File: src/rtl/seq_rca_adder.sv
`default_nettype none
// ============================================================================
//  Module      : seq_rca_adder
//  Description : Multi-cycle ripple-carry adder/subtractor. The block adds one
//                CHUNK-bit slice per clock, LSB slice first. The result, carry-out
//                and signed overflow are published together when the last
//                slice is done. A one-cycle done pulse marks each new result.
//  Revision    : 1.0 - initial release
// ============================================================================
module seq_rca_adder #(
    parameter int WIDTH = 16,
    parameter int CHUNK = 4
) (
    input  logic             clk,
    input  logic             rst,
    input  logic             start,
    input  logic             sub,
    input  logic [WIDTH-1:0] A,
    input  logic [WIDTH-1:0] B,
    input  logic             Cin,
    output logic [WIDTH-1:0] sum,
    output logic             cout,
    output logic             ovf,
    output logic             busy,
    output logic             done
);

    // Number of slices and the width of the slice index
    localparam int c_N     = WIDTH / CHUNK;
    localparam int c_IDX_W = (c_N > 1) ? $clog2(c_N) : 1;
    localparam logic [c_IDX_W-1:0] c_LAST_IDX = c_IDX_W'(c_N - 1);

    // FSM encoding
    localparam logic [1:0] c_ST_IDLE = 2'd0;
    localparam logic [1:0] c_ST_RUN  = 2'd1;
    localparam logic [1:0] c_ST_DONE = 2'd2;

    logic [1:0]         r_state;
    logic [1:0]         w_state_next;

    // Operands captured at the accepting edge. B is stored already inverted
    // for subtraction, and the initial carry already holds the +1. That way
    // the RUN datapath is the same for add and subtract.
    logic [WIDTH-1:0]   r_a;
    logic [WIDTH-1:0]   r_b;
    logic               r_carry;
    logic [c_IDX_W-1:0] r_idx;
    logic [WIDTH-1:0]   r_acc;

    // Published result registers
    logic [WIDTH-1:0]   r_sum;
    logic               r_cout;
    logic               r_ovf;

    // Slice datapath
    logic [CHUNK-1:0]   w_a_slice;
    logic [CHUNK-1:0]   w_b_slice;
    logic [CHUNK:0]     w_slice_sum;
    logic [WIDTH-1:0]   w_acc_next;
    logic               w_last;
    logic               w_ovf;

    // Select the current slice, add it, and merge the slice result into the accumulator
    always_comb begin
        w_a_slice   = r_a[int'(r_idx) * CHUNK +: CHUNK];
        w_b_slice   = r_b[int'(r_idx) * CHUNK +: CHUNK];
        w_slice_sum = {1'b0, w_a_slice} + {1'b0, w_b_slice} + {{CHUNK{1'b0}}, r_carry};
        w_acc_next  = r_acc;
        w_acc_next[int'(r_idx) * CHUNK +: CHUNK] = w_slice_sum[CHUNK-1:0];
        w_last      = (r_idx == c_LAST_IDX);
        // Signed overflow: the effective operands agree in sign, but the result does not
        w_ovf       = (r_a[WIDTH-1] == r_b[WIDTH-1]) &&
                      (w_acc_next[WIDTH-1] != r_a[WIDTH-1]);
    end

    // State register
    always_ff @(posedge clk) begin
        if (rst) begin
            r_state <= c_ST_IDLE;
        end else begin
            r_state <= w_state_next;
        end
    end

    // Next-state logic. start is honoured only in IDLE.
    always_comb begin
        w_state_next = r_state;
        case (r_state)
            c_ST_IDLE: if (start)  w_state_next = c_ST_RUN;
            c_ST_RUN:  if (w_last) w_state_next = c_ST_DONE;
            c_ST_DONE: w_state_next = c_ST_IDLE;
            default:   w_state_next = c_ST_IDLE;
        endcase
    end

    // Operand capture, slice-by-slice accumulation and result publication
    always_ff @(posedge clk) begin
        if (rst) begin
            r_a     <= '0;
            r_b     <= '0;
            r_carry <= 1'b0;
            r_idx   <= '0;
            r_acc   <= '0;
            r_sum   <= '0;
            r_cout  <= 1'b0;
            r_ovf   <= 1'b0;
        end else begin
            case (r_state)
                c_ST_IDLE: begin
                    if (start) begin
                        r_a     <= A;
                        r_b     <= B ^ {WIDTH{sub}};
                        r_carry <= sub ? 1'b1 : Cin;
                        r_idx   <= '0;
                    end
                end
                c_ST_RUN: begin
                    r_acc   <= w_acc_next;
                    r_carry <= w_slice_sum[CHUNK];
                    r_idx   <= r_idx + 1'b1;
                    if (w_last) begin
                        r_sum  <= w_acc_next;
                        r_cout <= w_slice_sum[CHUNK];
                        r_ovf  <= w_ovf;
                    end
                end
                default: ;
            endcase
        end
    end

    assign sum  = r_sum;
    assign cout = r_cout;
    assign ovf  = r_ovf;
    assign busy = (r_state != c_ST_IDLE);
    assign done = (r_state == c_ST_DONE);

endmodule
`default_nettype wire

File: config.mk
export PLATFORM = sky130hd
export DESIGN_NAME = seq_rca_adder
export DESIGN_NICKNAME = d
export VERILOG_FILES = /design/src/rtl/seq_rca_adder.sv
export SDC_FILE = /design/constraint.sdc
export NUM_CORES = 1
export LEC_CHECK = 0
export ABC_AREA = 0
export BUFFER_PORTS_ARGS = -buffer_cell sky130_fd_sc_hd__buf_2
export CAP_MARGIN = 15
export CORE_ASPECT_RATIO = 0.5
export CORE_MARGIN = 1.5
export CORE_UTILIZATION = 45
export DETAILED_ROUTE_END_ITERATION = 8
export HOLD_SLACK_MARGIN = 0.12
export PLACE_DENSITY = 0.66
export SLEW_MARGIN = 20
export SYNTH_ARGS = -nofsm -noshare
export SYNTH_HDL_FRONTEND = slang
export SYNTH_SLANG_ARGS = --single-unit
File: constraint.sdc
create_clock -name clk -period 4.6 [get_ports clk]
set_input_delay 0.46 -clock clk [delete_from_list [all_inputs] [get_ports clk]]
set_output_delay 0.46 -clock clk [all_outputs]
set_load 0.03 [all_outputs]
# Yosys cells after proc, flatten, opt, wreduce, memory -nomap -nowiden

Index checks and enable logic that the tools add are counted.

Flip-flop bits (word level): 71
Latch bits: 0
Bits in writable memories: 0
Memory bits (read-only): 0
Input bits: 37
Output and inout bits: 20
Logic and storage cells: 42
Memories kept: 0

Add/sub/neg operators: 4
$mul: 0
Divide/modulo/power cells: 0
Order comparisons: 0
Eq/ne operators: 7
Shift operators: 4
Muxes and demuxes: 9
Bitwise operators: 1
Reductions and logical operators: 8

Operator list:

| cell                                                  | count |
|---|---|
| negator 4 -> 33 bit                                   | 1 |
| variable shift 4 x 33 -> 16 bit, first input constant | 1 |
| indexed part select 4 x 33 -> 16 bit                  | 1 |
| indexed part select 16 x 5 -> 4 bit                   | 2 |
| bitwise mux 16 bit                                    | 1 |
| XOR 16 bit                                            | 1 |
| one-hot mux 2 bit (2 select lines)                    | 2 |
| AND reduction 2 bit                                   | 4 |
| 2-to-1 mux 2 bit                                      | 3 |
| adder 4 x 4 -> 5 bit                                  | 1 |
| adder 5 x 1 -> 5 bit                                  | 1 |
| == test 2 bit, second input constant                  | 2 |
| inequality test 2 bit, second input constant          | 2 |
| nonzero test 2 bit                                    | 2 |
| adder 2 x 1 -> 2 bit, second input constant           | 1 |
| == test 2 x 1 -> 1 bit, second input constant         | 1 |
| zero test 2 bit                                       | 1 |
| 2-to-1 mux 1 bit                                      | 2 |
| one-hot mux 1 bit (2 select lines)                    | 1 |
| == test 1 bit                                         | 1 |
| logical AND 1 bit                                     | 1 |
| inequality test 1 bit                                 | 1 |

# Longest topological paths before layout

Gate-level depths: netlist (run 1).

Depth after elaboration: 7
Gate-level depth with buffers: 9
Depth with buffers taken out: 8

# Least setup slack after synthesis (run 1)

Ideal clock, no wire load.

Path kind: reg-to-reg
From: register r_idx[0]
To: register r_acc[9]
Library setup time: 0.066 ns
Arrival time: 2.583 ns
Data required time: 4.534 ns
Slack: 1.950 ns
Stages on the path, launching flop included: 9
Buffers on the path: 1
Period minus slack after synthesis: 2.650 ns
Cell sequence: dfxtp_1 -> buf_2 -> mux4_2 -> fa_1 -> inv_1 -> fa_1 -> nor2_1 -> a22oi_1 -> nor2_1

Longest elaborated chain between the ends: 5
Elaborated cells on any way between the ends: 8
Classes of those cells: add/sub (3); shift (4); mux (1)

RTL lines:

| what                                                   | RTL line | text |
|---|---|---|
| from (decl)                                            | 47       | `logic [c_IDX_W-1:0] r_idx;` |
| from (signal assigned)                                 | 120      | `r_idx <= r_idx + 1'b1;` |
| indexed part select 16 x 5 -> 4 bit (on tied branches) | 65, 66   |  |
| adder 4 x 4 -> 5 bit                                   | 67       | `w_slice_sum = {1'b0, w_a_slice} + {1'b0, w_b_slice} + {{CHUNK{1'b0}}, r_carry};` |
| adder 5 x 1 -> 5 bit                                   | 67       |  |
| indexed part select 4 x 33 -> 16 bit                   | 69       | `w_acc_next[int'(r_idx) * CHUNK +: CHUNK] = w_slice_sum[CHUNK-1:0];` |
| bitwise mux 16 bit (*)                                 | 69       |  |
| to (signal assigned)                                   | 118      | `r_acc <= w_acc_next;` |
| to (decl)                                              | 48       | `logic [WIDTH-1:0] r_acc;` |

Every way passes the cells marked *; elsewhere a longest branch is shown, timed or not.
A chain may end at the register's enable or synchronous reset.

# Final worst setup path (run 1)

From: register r_idx[0]
To: register r_ovf, in the netlist ovf

Longest elaborated chain between the ends: 7
Elaborated cells on any way between the ends: 12
Classes of those cells: add/sub (3); eq/ne (2); shift (4); mux (1); reduce/logical (2)

RTL lines:

| what                                                   | RTL line | text |
|---|---|---|
| indexed part select 16 x 5 -> 4 bit (on tied branches) | 65, 66   |  |
| adder 4 x 4 -> 5 bit                                   | 67       |  |
| adder 5 x 1 -> 5 bit                                   | 67       |  |
| indexed part select 4 x 33 -> 16 bit                   | 69       |  |
| bitwise mux 16 bit                                     | 69       |  |
| inequality test 1 bit                                  | 73       | `(w_acc_next[WIDTH-1] != r_a[WIDTH-1]);` |
| logical AND 1 bit                                      | 72       | `w_ovf = (r_a[WIDTH-1] == r_b[WIDTH-1]) &&` |
| to (signal assigned)                                   | 124      | `r_ovf <= w_ovf;` |
| to (decl)                                              | 53       | `logic r_ovf;` |

Parallel ways exist; a longest one is shown, timed or not.

==> results by group, run 1 <==
Job
  • Max Cap Viol: 0

Die
  • Initial core utilization: 0.474
  • Core Footprint: 6810 um2
  • Die X: 123 um
  • Io pins: 57
  • FP Rows: 21
  • Die Y: 62.8 um
  • Die Area: 7710 um2

Synthesis
  • Post-Syn Area: 3220 um2
  • FFs w/ async S/R, synth: 0
  • Synth Area in Compound Gates: 0.170
  • Top-area cell type share of the netlist area: 0.441
  • Ys Warns: 0
  • Synthesized flop and latch total: 71
  • Synth area leader: dfxtp_1
  • Avg Synthesized Cell Area: 8.90 um2
  • Cell variety after synth: 34
  • Xor/xnor share of the synthesized area: 0.0462
  • Most common cell in the netlist: dfxtp_1
  • Seq/Total Area, Yosys: 0.441
  • Post-synthesis mux area share: 0.0559
  • Synth area leaders: dfxtp_1 (44%), nor2_1 (6.5%), mux4_2 (5.6%), nand2_1 (5.4%), a211oi_1 (5.1%)
  • EDFF count, synth: 0
  • Commonest cells post-synth: dfxtp_1 (71), nor2_1 (56), nand2_1 (46)
  • Post-synthesis simple-gate area fraction: 0.194
  • Synth Instances: 362
  • Synthesized Nets: 410
  • Post-Synth Adder-Cell Area: 0.0474
  • Post-synth top flop: dfxtp_1
  • Largest family of logic cells by synthesized area: simple AND/OR/NAND/NOR gates

Drt
  • Vias per cell: 5.44
  • Iteration-0 DRC count of the detailed router: 187
  • Routed WL: 7090 um
  • Routed Antenna Nets: 0
  • Vias: 2738
  • WL/cell: 14.1 um
  • Initial DRT Pass Iterations: 4
  • DR DRC count: 0

Setup path
  • Required @ worst endpoint: 4.84 ns
  • R2R setup slack: 1.48 ns
  • Setup CP Type: reg -> reg
  • Crit. Startpoint: r_idx[0]
  • Worst path max stage delay: 0.85 ns
  • Reg-to-reg endpoint: ovf
  • Element type at the critical path end: flip-flop
  • Worst-path cell chain: mux4_2 > ha_1 > a21oi_1 > nand3b_1 > a31o_2 > a311oi_1
  • Crit Path Max Fanout: 16
  • Worst-path cell with the longest stage delay: dfxtp_1
  • Crit path buf inv count: 0
  • Arrival time of the worst setup path: 3.36 ns
  • Critical Path Source Type: flip-flop
  • Worst R2R Path Depth: 6
  • Reg2reg start: r_idx[0]
  • Largest delay share family, worst path: flip-flops

STA
  • Max Clk Rate: 321 MHz
  • Worst slew pin tran: 0.951 ns
  • Unrepaired setup endpoints after global routing: no
  • Headroom to the max-slew limit: 0.361
  • Part of the cycle the worst path needs: 0.677
  • Slew Limit Fails: 0
  • Clk_skew: 0.00462 ns
  • Min cycle time layout: 3.12 ns
  • Setup TNS: 0 ns
  • Setup violations, final: 0
  • Worst hold slack: 0.363 ns
  • Final hold violations: 0

CTS
  • CTS tree: built
  • CTS sink count: 71
  • CTS resizes: 0
  • H-tree Lvls: 3
  • Buffer count from post-CTS setup fixing: 0
  • Hold_buf cts: 0
  • Clock Path Buffers: 2
  • TritonCTS Buffers: 9
  • Clk Latency, worst-skew pair: 0.34 ns
  • Clock Root Buffer: clkbuf_16
  • Clock transition at path regs: 0.05 ns

Cells and area
  • Register area: 1420 um2
  • Nets: 454
  • Fin cells: 503
  • Area of the multi-input gates: 1660 um2
  • Fillcell total: 626
  • Diodes inserted: 0
  • Ratio of cells with drive above 1 in the final layout: 0.214
  • Area grow syn2layout: 19.4%

Placement
  • Final HPWL DP: 4850 um
  • I/O Buffers: 56
  • Cells after DPL: 487
  • Gpl congestion: 0.813

Global routing
  • Antenna violations before repair: 0
  • Vias in the first global route: 2617
  • Total grt overflow: 0
  • First-pass GRT wire length: 12200 um
  • Largest net degree at the start of global routing: 72
  • All-Layer GR Usage: 0.205

Power and ir drop
  • Static leakage: 1.50 nW
  • PwrDens: 406 nW/um2
  • IR drop worst, VDD: 0.175 mV

Hold path
  • Min-delay worst type: in -> reg
  • Hold Path Sink: r_a[5]
  • Hold Startpoint: A[5]
  • Worst Hold Depth: 3

Outcome
  • Status: completed
==> through the flow <==
stage	power, W	instance area [um2]	utilization	setup WS [ns]
after floorplan	0.000809	3220	-	1.95
after global placement	0.000858	3540	0.520	1.59
after detailed placement	0.000864	3540	0.520	1.51
after CTS	0.00157	3850	0.566	1.47
after global routing	0.00163	3850	0.566	1.29
final	0.00156	3850	0.566	1.48
==> area by class of cell <==
type	count	share of cell area
Clock buffer	13	0.0702
Clock inverter	3	0.0104
Inverter	11	0.0107
Multi-Input combinational cell	255	0.432
Sequential cell	71	0.369
Tap cell	92	0.0299
Timing Repair Buffer	58	0.0773
==> routing by layer <==
metal / share of wire / up-vias / wire length (um) / GRT usage
met5: 0 / - / 0 / 0
met1: 0.47 / 1274 / 3320 / 0.266
met3: 0.056 / 11 / 399 / 0.0684
li1: - / 1373 / - / -
met4: 0.015 / 0 / 105 / 0.0741
met2: 0.46 / 80 / 3270 / 0.318
==> report_power, final <==
group	switching (W)	leakage [nW]	internal, W	total, W
sequential	0.0000217	0.579	0.000643	0.000665
combinational	0.000114	0.764	0.0000751	0.000189
clock	0.000246	0.156	0.000462	0.000708
total	0.000382	1.50	0.00118	0.00156
==> worst register-to-register path, stage by stage (launching register included) <==
cell and delay (ns):
dfxtp_1 0.85, mux4_2 0.60, ha_1 0.36, a21oi_1 0.24, nand3b_1 0.37, a31o_2 0.38
a311oi_1 0.24
==> layout by cell type, fill, tap and decap left out <==
| cell | netlist | routed |
|---|---|---|
| nor4b_2 | 1 | 1 |
| clkbuf_8 | 0 | 3 |
| buf_4 | 0 | 3 |
| a221oi_1 | 11 | 11 |
| buf_2 | 7 | 55 |
| nor2b_1 | 4 | 4 |
| nand4_1 | 5 | 5 |
| nor2_1 | 56 | 56 |
| fa_1 | 2 | 2 |
| nand2_1 | 46 | 46 |
| nand2b_1 | 1 | 1 |
| clkinv_2 | 0 | 2 |
| a22oi_1 | 8 | 8 |
| a311oi_1 | 1 | 1 |
| o21ai_0 | 2 | 2 |
| nand3b_1 | 2 | 2 |
| a32oi_1 | 4 | 4 |
| o21a_1 | 1 | 1 |
| a211oi_1 | 22 | 22 |
| and2_1 | 2 | 2 |
| a31oi_1 | 2 | 2 |
| bufinv_16 | 0 | 1 |
| nor4_4 | 1 | 1 |
| nor3_2 | 1 | 1 |
| dfxtp_1 | 71 | 71 |
| mux4_2 | 8 | 8 |
| a31o_2 | 1 | 1 |
| a21bo_2 | 1 | 1 |
| clkbuf_16 | 0 | 9 |
| a21oi_1 | 27 | 27 |
| nor3_1 | 14 | 14 |
| inv_2 | 1 | 1 |
| inv_1 | 10 | 10 |
| nand3_1 | 5 | 5 |
| xnor2_1 | 17 | 17 |
| nor3b_4 | 0 | 1 |
| ha_1 | 9 | 9 |
| clkbuf_1 | 17 | 1 |
==> state kept, by name (all words and copies together), names as in the netlist <==
register	flops
cout	1
r_state	2
r_idx	2
sum	16
r_carry	1
ovf	1
r_a	16
r_b	16
r_acc	16
==> kinds of logic (layout without fill, tap and decap cells) <==
logic type      count (synthesis)  in the layout
simple gates                  139            139
compound gates                 80             80
flops                          71             71
buf+inv                        36             85
xor+xnor                       17             17
fa+ha+maj                      11             11
mux                             8              8
==> worst max-delay path by stage <==
| stage | slack [ns] | end | cells past startpoint |
|---|---|---|---|
| after floorplan | 1.95 | r_acc[9] | 8 |
| after global routing | 1.29 | ovf | 6 |
| after detailed placement | 1.51 | ovf | 6 |
| after global placement | 1.59 | ovf | 6 |
| after CTS | 1.47 | ovf | 6 |
| final | 1.48 | ovf | 6 |
No activity file was read; power rests on OpenSTA's default activity.
==> inputs of run 2 (changes only) <==
Clock period 4.6 ns to 3.2 ns, I/O delays scaled along.
==> results by group, run 2 (synthesis results as in run 1) <==
Outcome
  • Status: completed

CTS
  • Clock Path Buffers: 2
  • TritonCTS Buffers: 9
  • Clock Root Buffer: clkbuf_16
  • CTS sink count: 71
  • Clock transition at path regs: 0.06 ns
  • Hold_buf cts: 0
  • Buffer count from post-CTS setup fixing: 0
  • CTS resizes: 0
  • H-tree Lvls: 3
  • Clk Latency, worst-skew pair: 0.33 ns
  • CTS tree: built

STA
  • Setup TNS: 0 ns
  • Worst slew pin tran: 0.712 ns
  • Slew Limit Fails: 0
  • Clk_skew: 0.00521 ns
  • Part of the cycle the worst path needs: 0.871
  • Worst hold slack: 0.229 ns
  • Final hold violations: 0
  • Headroom to the max-slew limit: 0.525
  • Unrepaired setup endpoints after global routing: no
  • Min cycle time layout: 2.79 ns
  • Max Clk Rate: 359 MHz
  • Setup violations, final: 0

Cells and area
  • Area grow syn2layout: 20.8%
  • Ratio of cells with drive above 1 in the final layout: 0.222
  • Final core occ: 0.572
  • Fillcell total: 617
  • Diodes inserted: 0
  • Commonest non-fill, non-tap cell in the layout: dfxtp_1
  • Nets: 457
  • Commonest non-fill, non-tap cells in the layout: dfxtp_1 (71), nor2_1 (56), buf_2 (55)

Setup path
  • Crit Path Max Fanout: 6
  • Critical Path Source Type: flip-flop
  • Element type at the critical path end: flip-flop
  • Required @ worst endpoint: 3.46 ns
  • Arrival time of the worst setup path: 3.04 ns
  • Setup CP Type: reg -> reg

Placement
  • Final HPWL DP: 4820 um
  • I/O Buffers: 56
  • Gpl congestion: 0.848

Drt
  • WL/cell: 13.8 um
  • Vias per cell: 5.32
  • Routed WL: 6970 um
  • DR DRC count: 0
  • Initial DRT Pass Iterations: 4
  • Vias: 2690
  • Iteration-0 DRC count of the detailed router: 142
  • Routed Antenna Nets: 0

Global routing
  • Vias in the first global route: 2489
  • Largest net degree at the start of global routing: 72
  • Total grt overflow: 0
  • Antenna violations before repair: 0
  • All-Layer GR Usage: 0.195
  • Grt peak-use layer: met2
  • Met2 Use GR: 0.291
  • Met3 Resource Use GR: 0.0593
  • First-pass GRT wire length: 11800 um
  • GRT met1 Usage: 0.265

Die
  • Die Y: 62.8 um
  • Io pins: 57
  • Initial core utilization: 0.474
  • Die Area: 7710 um2
  • FP Rows: 21
  • Core Footprint: 6810 um2
  • Die X: 123 um

Job
  • Max Cap Viol: 0

Hold path
  • Min-delay worst type: in -> reg

Power and ir drop
  • PwrDens: 596 nW/um2
  • Static leakage: 1.52 nW
  • IR drop worst, VDD: 0.236 mV
==> run 2: cell count changes in the layout (fill, tap and decap cells not counted), sizes merged <==
cell / change
buf: +3
clkinv: -1
clkinvlp: +2
bufinv: +1
clkbuf: -2
==> run 2: stage by stage <==
step	cells	worst slack (ns)	total power, W	area (um2)
3_3_place_gp	490	0.511	0.00124	3560
3_5_place_dp	490	0.428	0.00125	3560
4_1_cts	506	0.373	0.00234	3890
6_report	506	0.413	0.00232	3890
5_1_grt	506	0.230	0.00242	3890
2_1_floorplan	362	0.550	0.00116	3220
==> run 2: area by class of cell <==
cell class,count,area (um2),share of cell area
Multi-Input combinational cell,255,1660,0.427
Sequential cell,71,1420,0.365
Timing Repair Buffer,61,320,0.0822
Clock buffer,11,253,0.0649
Tap cell,92,115,0.0296
Clock inverter,5,80.1,0.0206
Inverter,11,41.3,0.0106
==> run 2: where the power goes <==
part,switching [W],total (W),internal (W)
Clock,0.000367,0.00109,0.000723
Combinational,0.000169,0.000279,0.000111
Sequential,0.0000270,0.000951,0.000924
Total,0.000563,0.00232,0.00176
==> run 2: worst max-delay path: stages (launching register included) <==
cell and delay [ns]:
dfxtp_1 0.53, mux4_2 0.59, fa_1 0.45, inv_1 0.09, fa_1 0.44, nor2_1 0.35, a22oi_1 0.17, nor2_1 0.11
==> run 2: layer usage <==
layer | up-vias | part of all wire
met5 | - | 0
met4 | 0 | 0.0099
met3 | 6 | 0.064
met2 | 89 | 0.46
met1 | 1226 | 0.47
li1 | 1369 | -
==> run 2: final timing paths <==
| path | startpoint | end | slack [ns] | cells past startpoint |
|---|---|---|---|---|
| max | r_idx[0] | r_acc[9] | 0.41 | 7 |
| min | A[2] | r_a[2] | 0.23 | 3 |
| max reg2reg | r_idx[0] | r_acc[9] | 0.41 | 7 |
| min reg2reg | r_acc[15] | r_acc[15] | 0.44 | 2 |
